File: src/rtl/control_ingreso_teclado.sv
// Keypad entry controller: debounces scanned key codes, edits a BCD digit buffer
// and commits it over valid/ready on enter. Optional inactivity clear: CONTROL_INGRESO_TIMEOUT_EN.
module control_ingreso_teclado #(
   parameter int NDIG  = 4,
   parameter int DEB_N = 3,
   parameter int REL_N = 8,
   parameter int TMO   = 1000
) (
   input  logic                 clk,
   input  logic                 rst_n,
   input  logic [4:0]           digito,
   input  logic                 cambio_digito,
   input  logic                 enter_sync,
   input  logic                 out_ready,
   output logic                 out_valid,
   output logic [4*NDIG-1:0]    out_valor,
   output logic [2:0]           out_cant,
   output logic [4*NDIG-1:0]    disp_valor,
   output logic [2:0]           disp_cant,
   output logic                 tecla_pulso,
   output logic                 overflow
);

   localparam int QW = $clog2(REL_N + 1);
   localparam int DW = $clog2(DEB_N + 1);

   typedef enum logic [1:0] {IDLE, DEBOUNCE, HELD, COMMIT} state_t;

   state_t              state, state_nx;
   logic [QW-1:0]       q_cnt;
   logic [DW-1:0]       s_cnt, s_cnt_nx;
   logic [3:0]          cand, cand_nx;
   logic [4*NDIG-1:0]   buf_q, buf_nx, val_q;
   logic [2:0]          cnt_q, cnt_nx, ocnt_q;
   logic                ent_q;
   logic                sight, quiet_done, ent_edge, accept, commit, handshake;
   logic                puls_nx, ovf_nx, tmo_hit;

   assign sight      = cambio_digito && (digito <= 5'd15);
   assign quiet_done = (q_cnt == QW'(REL_N));
   assign ent_edge   = enter_sync && !ent_q;
   assign commit     = ent_edge && (state != COMMIT) && (cnt_q != 3'd0);
   assign handshake  = (state == COMMIT) && out_ready;

   // Consecutive quiet cycles; saturates so a long idle keeps reporting release.
   always_ff @(posedge clk or negedge rst_n) begin
      if (!rst_n)
         q_cnt <= '0;
      else if (sight)
         q_cnt <= '0;
      else if (!quiet_done)
         q_cnt <= q_cnt + 1'b1;
   end

   always_comb begin
      state_nx = state;
      s_cnt_nx = s_cnt;
      cand_nx  = cand;
      accept   = 1'b0;
      case (state)
         IDLE: begin
            if (sight) begin
               cand_nx  = digito[3:0];
               s_cnt_nx = DW'(1);
               state_nx = DEBOUNCE;
            end
         end
         DEBOUNCE: begin
            if (sight) begin
               if (digito[3:0] == cand) begin
                  s_cnt_nx = s_cnt + 1'b1;
                  if (s_cnt_nx == DW'(DEB_N)) begin
                     accept   = 1'b1;
                     state_nx = HELD;
                  end
               end else begin
                  cand_nx  = digito[3:0];
                  s_cnt_nx = DW'(1);
               end
            end else if (quiet_done) begin
               state_nx = IDLE;
            end
         end
         HELD: begin
            if (quiet_done)
               state_nx = IDLE;
         end
         COMMIT: begin
            if (handshake)
               state_nx = HELD;
         end
         default: state_nx = IDLE;
      endcase
      // Enter overrides any key accepted in the same cycle.
      if (commit)
         state_nx = COMMIT;
   end

   always_comb begin
      buf_nx  = buf_q;
      cnt_nx  = cnt_q;
      puls_nx = 1'b0;
      ovf_nx  = 1'b0;
      if (handshake) begin
         buf_nx = '0;
         cnt_nx = 3'd0;
      end else if (accept && !commit) begin
         puls_nx = 1'b1;
         if (cand <= 4'd9) begin
            if (cnt_q < 3'(NDIG)) begin
               buf_nx = (4*NDIG)'({buf_q, cand});
               cnt_nx = cnt_q + 3'd1;
            end else begin
               ovf_nx = 1'b1;
            end
         end else if (cand == 4'hF) begin
            if (cnt_q != 3'd0) begin
               buf_nx = buf_q >> 4;
               cnt_nx = cnt_q - 3'd1;
            end
         end else if (cand == 4'hE) begin
            buf_nx = '0;
            cnt_nx = 3'd0;
         end
      end else if (tmo_hit) begin
         buf_nx = '0;
         cnt_nx = 3'd0;
      end
   end

`ifdef CONTROL_INGRESO_TIMEOUT_EN
   localparam int TW = $clog2(TMO + 1);
   logic [TW-1:0] tmo_cnt;
   logic          tmo_run;

   // Frozen in DEBOUNCE and COMMIT, restarted by any accepted key or enter edge.
   assign tmo_run = ((state == IDLE) || (state == HELD)) && (cnt_q != 3'd0);
   assign tmo_hit = tmo_run && (tmo_cnt == TW'(TMO));

   always_ff @(posedge clk or negedge rst_n) begin
      if (!rst_n)
         tmo_cnt <= '0;
      else if (accept || ent_edge || (cnt_q == 3'd0) || tmo_hit)
         tmo_cnt <= '0;
      else if (tmo_run)
         tmo_cnt <= tmo_cnt + 1'b1;
   end
`else
   assign tmo_hit = 1'b0;
`endif

   always_ff @(posedge clk or negedge rst_n) begin
      if (!rst_n) begin
         state       <= IDLE;
         s_cnt       <= '0;
         cand        <= 4'd0;
         buf_q       <= '0;
         cnt_q       <= 3'd0;
         ent_q       <= 1'b0;
         val_q       <= '0;
         ocnt_q      <= 3'd0;
         tecla_pulso <= 1'b0;
         overflow    <= 1'b0;
      end else begin
         state       <= state_nx;
         s_cnt       <= s_cnt_nx;
         cand        <= cand_nx;
         buf_q       <= buf_nx;
         cnt_q       <= cnt_nx;
         ent_q       <= enter_sync;
         tecla_pulso <= puls_nx;
         overflow    <= ovf_nx;
         if (commit) begin
            val_q  <= buf_q;
            ocnt_q <= cnt_q;
         end
      end
   end

   // Valid is the COMMIT state itself, so async reset drops it at once.
   assign out_valid  = (state == COMMIT);
   assign out_valor  = val_q;
   assign out_cant   = ocnt_q;
   assign disp_valor = buf_q;
   assign disp_cant  = cnt_q;

endmodule

File: config.mk
export PLATFORM = sky130hd
export DESIGN_NAME = control_ingreso_teclado
export DESIGN_NICKNAME = d
export VERILOG_FILES = /design/src/rtl/control_ingreso_teclado.sv
export SDC_FILE = /design/constraint.sdc
export NUM_CORES = 1
export LEC_CHECK = 0
export CORE_MARGIN = 2
export CORE_UTILIZATION = 25
export CTS_CLUSTER_SIZE = 8
export DETAILED_ROUTE_END_ITERATION = 7
export DONT_BUFFER_PORTS = 1
export PLACE_DENSITY = 0.45
export SLEW_MARGIN = 20
export SYNTH_ARGS = -nofsm -noshare
export SYNTH_HDL_FRONTEND = slang
export SYNTH_SLANG_ARGS = --single-unit
File: constraint.sdc
create_clock -name clk -period 2.1 [get_ports clk]
set_clock_uncertainty 0.1 [all_clocks]
set_input_delay 0.42 -clock clk [delete_from_list [all_inputs] [get_ports clk]]
set_output_delay 0.42 -clock clk [all_outputs]
set_load 0.01 [all_outputs]
==> results.md <==
* DRT Wirelength at around 6.3 mm
* Largest cells by area after synthesis: dfrtp_1 50%, nand2_1 7.4%, mux2_2 7.3%
* CTS sink count at 53
* Final setup vio count at 0
* Period utilization at 0.936
* Clk slew on worst S/H paths at 0.10 ns
* Largest net degree at the start of global routing at 54
* Rel. slew slack at 0.655
* Syn Area/Cell at 10.8 um^2
* Tightest Pin Transition at about 0.52 ns
* Post-synth top area cell: dfrtp_1
* RSZ-0062 raised after global routing: false
* Routed vias/inst at 4.61
* Peak Freq at approximately 0.5 GHz
* Clock Path Buffers at 2
* First-pass DRT Iterations at 4
* Worst vdd ir at around 320 uV
* Setup TNS at 0 ns
* GPL Wtd Cong at roughly 0.73
* Final nets at approximately 270
* TritonCTS clock tree: yes
* Vias in the first global route at ~1800
* Final instance area at between 3000 and 4000 um^2
* Final hold slack at ~0.03 ns
* Synth Register Bits at 53
* P&R area growth vs syn at 14.1%
* Total of max-cap violations at 0
* Critical Path RT at roughly 2.2 ns
* # rows at 37
* DR WL/cell at approximately 16 um
* Core ar. at just over 10000 um^2
* Worst reg2reg setup slack at approximately 0.13 ns
* Antenna Nets Post-Route at 0
* DP HPWL at 4.36 mm
* CP arrival at roughly 2.1 ns
* CTS Buf Count at 5
* Root Driver: clkbuf_8
* HP Class: primary input to flip-flop
* Port bufs at 0
* Final Hold Viols at 0
* Die area at 11400 um^2
* Netlist cell types at 40
* Syn Nets at 261
* DRT iter0 DRCs at between 50 and 60
* Status: complete, no violations
* Startpoint types: flip-flop
* Grt total ovfl at 0
* Pre-CTS WS at 0.0558 ns
* Sequential share of the synthesized area at 0.504
* Die X at 107 um
* DRC errors left at 0
* Final cell count without fillers at between 300 and 400
* Initial antenna violation count at 0
* DIE HEIGHT at roughly 110 um
* Final min period at slightly below 2 ns
* Placed cell areas at between 2000 and 3000 um^2
* Total number of vias at 1810
* Yosys Warn Count at 0
* Initial Util at 0.256
* Proportion of layout cells with a drive suffix above 1 at 0.179
* Final Slew Violations at 0
* Gr usage total at 0.114
* CP Capture Type: flip-flop
* Power per cell area at roughly 900 nW/um^2
* N_diodes at 0
* Synthesized cell area at between 2000 and 3000 um^2
* DP Cell Count at ~380
* Clock Latency Late Sink at approximately 0.30 ns
* Final Worst Setup Slack at 0.134 ns
* Type of the worst setup path: flip-flop to flip-flop
* First-pass GRT wire length at a little over 10 mm
* Worst-path fanout max at 19
* Io pins at 51
* CTS H-Tree Depth at 2
* Post-Syn Instances at 245
* Top cell type's share of synthesized area at 0.504
* Leakage at roughly 1.5 nW
## per-stage QoR
step / power (mW) / util
floorplan: 1.81 / -
global placement: 2.01 / 0.278
detailed placement: 2.01 / 0.278
CTS: 2.69 / 0.291
global route: 2.84 / 0.292
finish: 2.65 / 0.292
## where the power goes
| part | leakage [nW] | switching [mW] | internal [mW] |
|---|---|---|---|
| registers | 0.717 | 0.126 | 1.12 |
| logic | 0.728 | 0.441 | 0.330 |
| clock network | 0.0478 | 0.360 | 0.273 |
| total | 1.49 | 0.926 | 1.73 |
## routing by layer
metal,wire (um),part of all wire,track usage
met1,2940,0.47,0.153
met2,2830,0.45,0.176
met3,468,0.075,0.0438
met4,19,0.0030,0.0195
met5,0,0,0
## cell usage after synthesis, drive strengths merged
library cell	n
and4	2
nand4b	1
a22o	11
nand3b	2
inv	9
ha	6
xor2	2
o31ai	1
or3	1
a221o	1
o22ai	2
and3	4
clkbuf	7
o21ai	8
xnor2	5
mux2i	19
a22oi	1
a21o	2
a2bb2oi	1
o31a	1
and2	1
o221ai	1
nand4	3
mux2	17
nor3	1
and2b	1
nor2	6
nor2b	1
or4b	1
nand2b	3
nor4bb	2
buf	7
o21a	1
nand2	52
a21oi	4
nand3	5
dfrtp	53
## path summary, 6_finish.rpt
| check | end | from | cells past startpoint |
|---|---|---|---|
| min reg2reg | s_cnt[1] | s_cnt[1] | 1 |
| max in group asynchronous | out_cant[0] | rst_n | 2 |
| min | ent_q | enter_sync | 0 |
| min in group asynchronous | disp_valor[12] | rst_n | 2 |
| max reg2reg | disp_valor[10] | disp_cant[0] | 7 |
| max | disp_valor[10] | disp_cant[0] | 7 |
## layout by cell type (no fill, tap or decap), drive strengths merged, types with 3 or more instances in the layout
master  instances
dfrtp          53
nand2          52
mux2i          19
mux2           17
buf            17
a22o           11
inv            10
o21ai           8
nor2            6
ha              6
clkbuf          6
nand3           5
xnor2           5
and3            4
a21oi           4
nand4           3
nand2b          3
## logic make-up (layout without fill, tap and decap cells)
kind of cell	Yosys count	in the layout	synth area share
simple gates	86	86	0.155
flops	53	53	0.504
mux	36	36	0.145
compound gates	34	34	0.0922
buf+inv	23	35	0.0470
xor+xnor	7	7	0.0290
fa+ha+maj	6	6	0.0285
## worst max-delay path, stage by stage (launching register included)
cell	delay, ns
dfrtp_1	0.38
inv_1	0.11
ha_1	0.20
nand2b_1	0.13
nand3_2	0.13
or4b_4	0.49
buf_12	0.19
mux2i_1	0.13
## area by class of cell
type,count,area (um^2)
flip-flops and latches,53,1330
repair buffers,18,183
clock buffers,6,82.6
fillers,1111,7270
inverters,9,33.8
multi-input cells,169,1190
clock inverters,2,16.3
well taps,136,170
## registers in the layout, indices dropped and copies added, names as in the netlist
name and flops:
cand 4, tecla_pulso 1, s_cnt 2, out_cant 3, ent_q 1, state 2
out_valor 16, q_cnt 4, disp_cant 3, disp_valor 16, overflow 1
## timing repair
item	4_1_cts	5_1_grt
setup endpoints to repair	0	19
setup buffers	0	0
resized for setup	0	2
hold endpoints to repair	53	0
hold buffers	2	0
No activity file was read; power rests on OpenSTA's default activity.
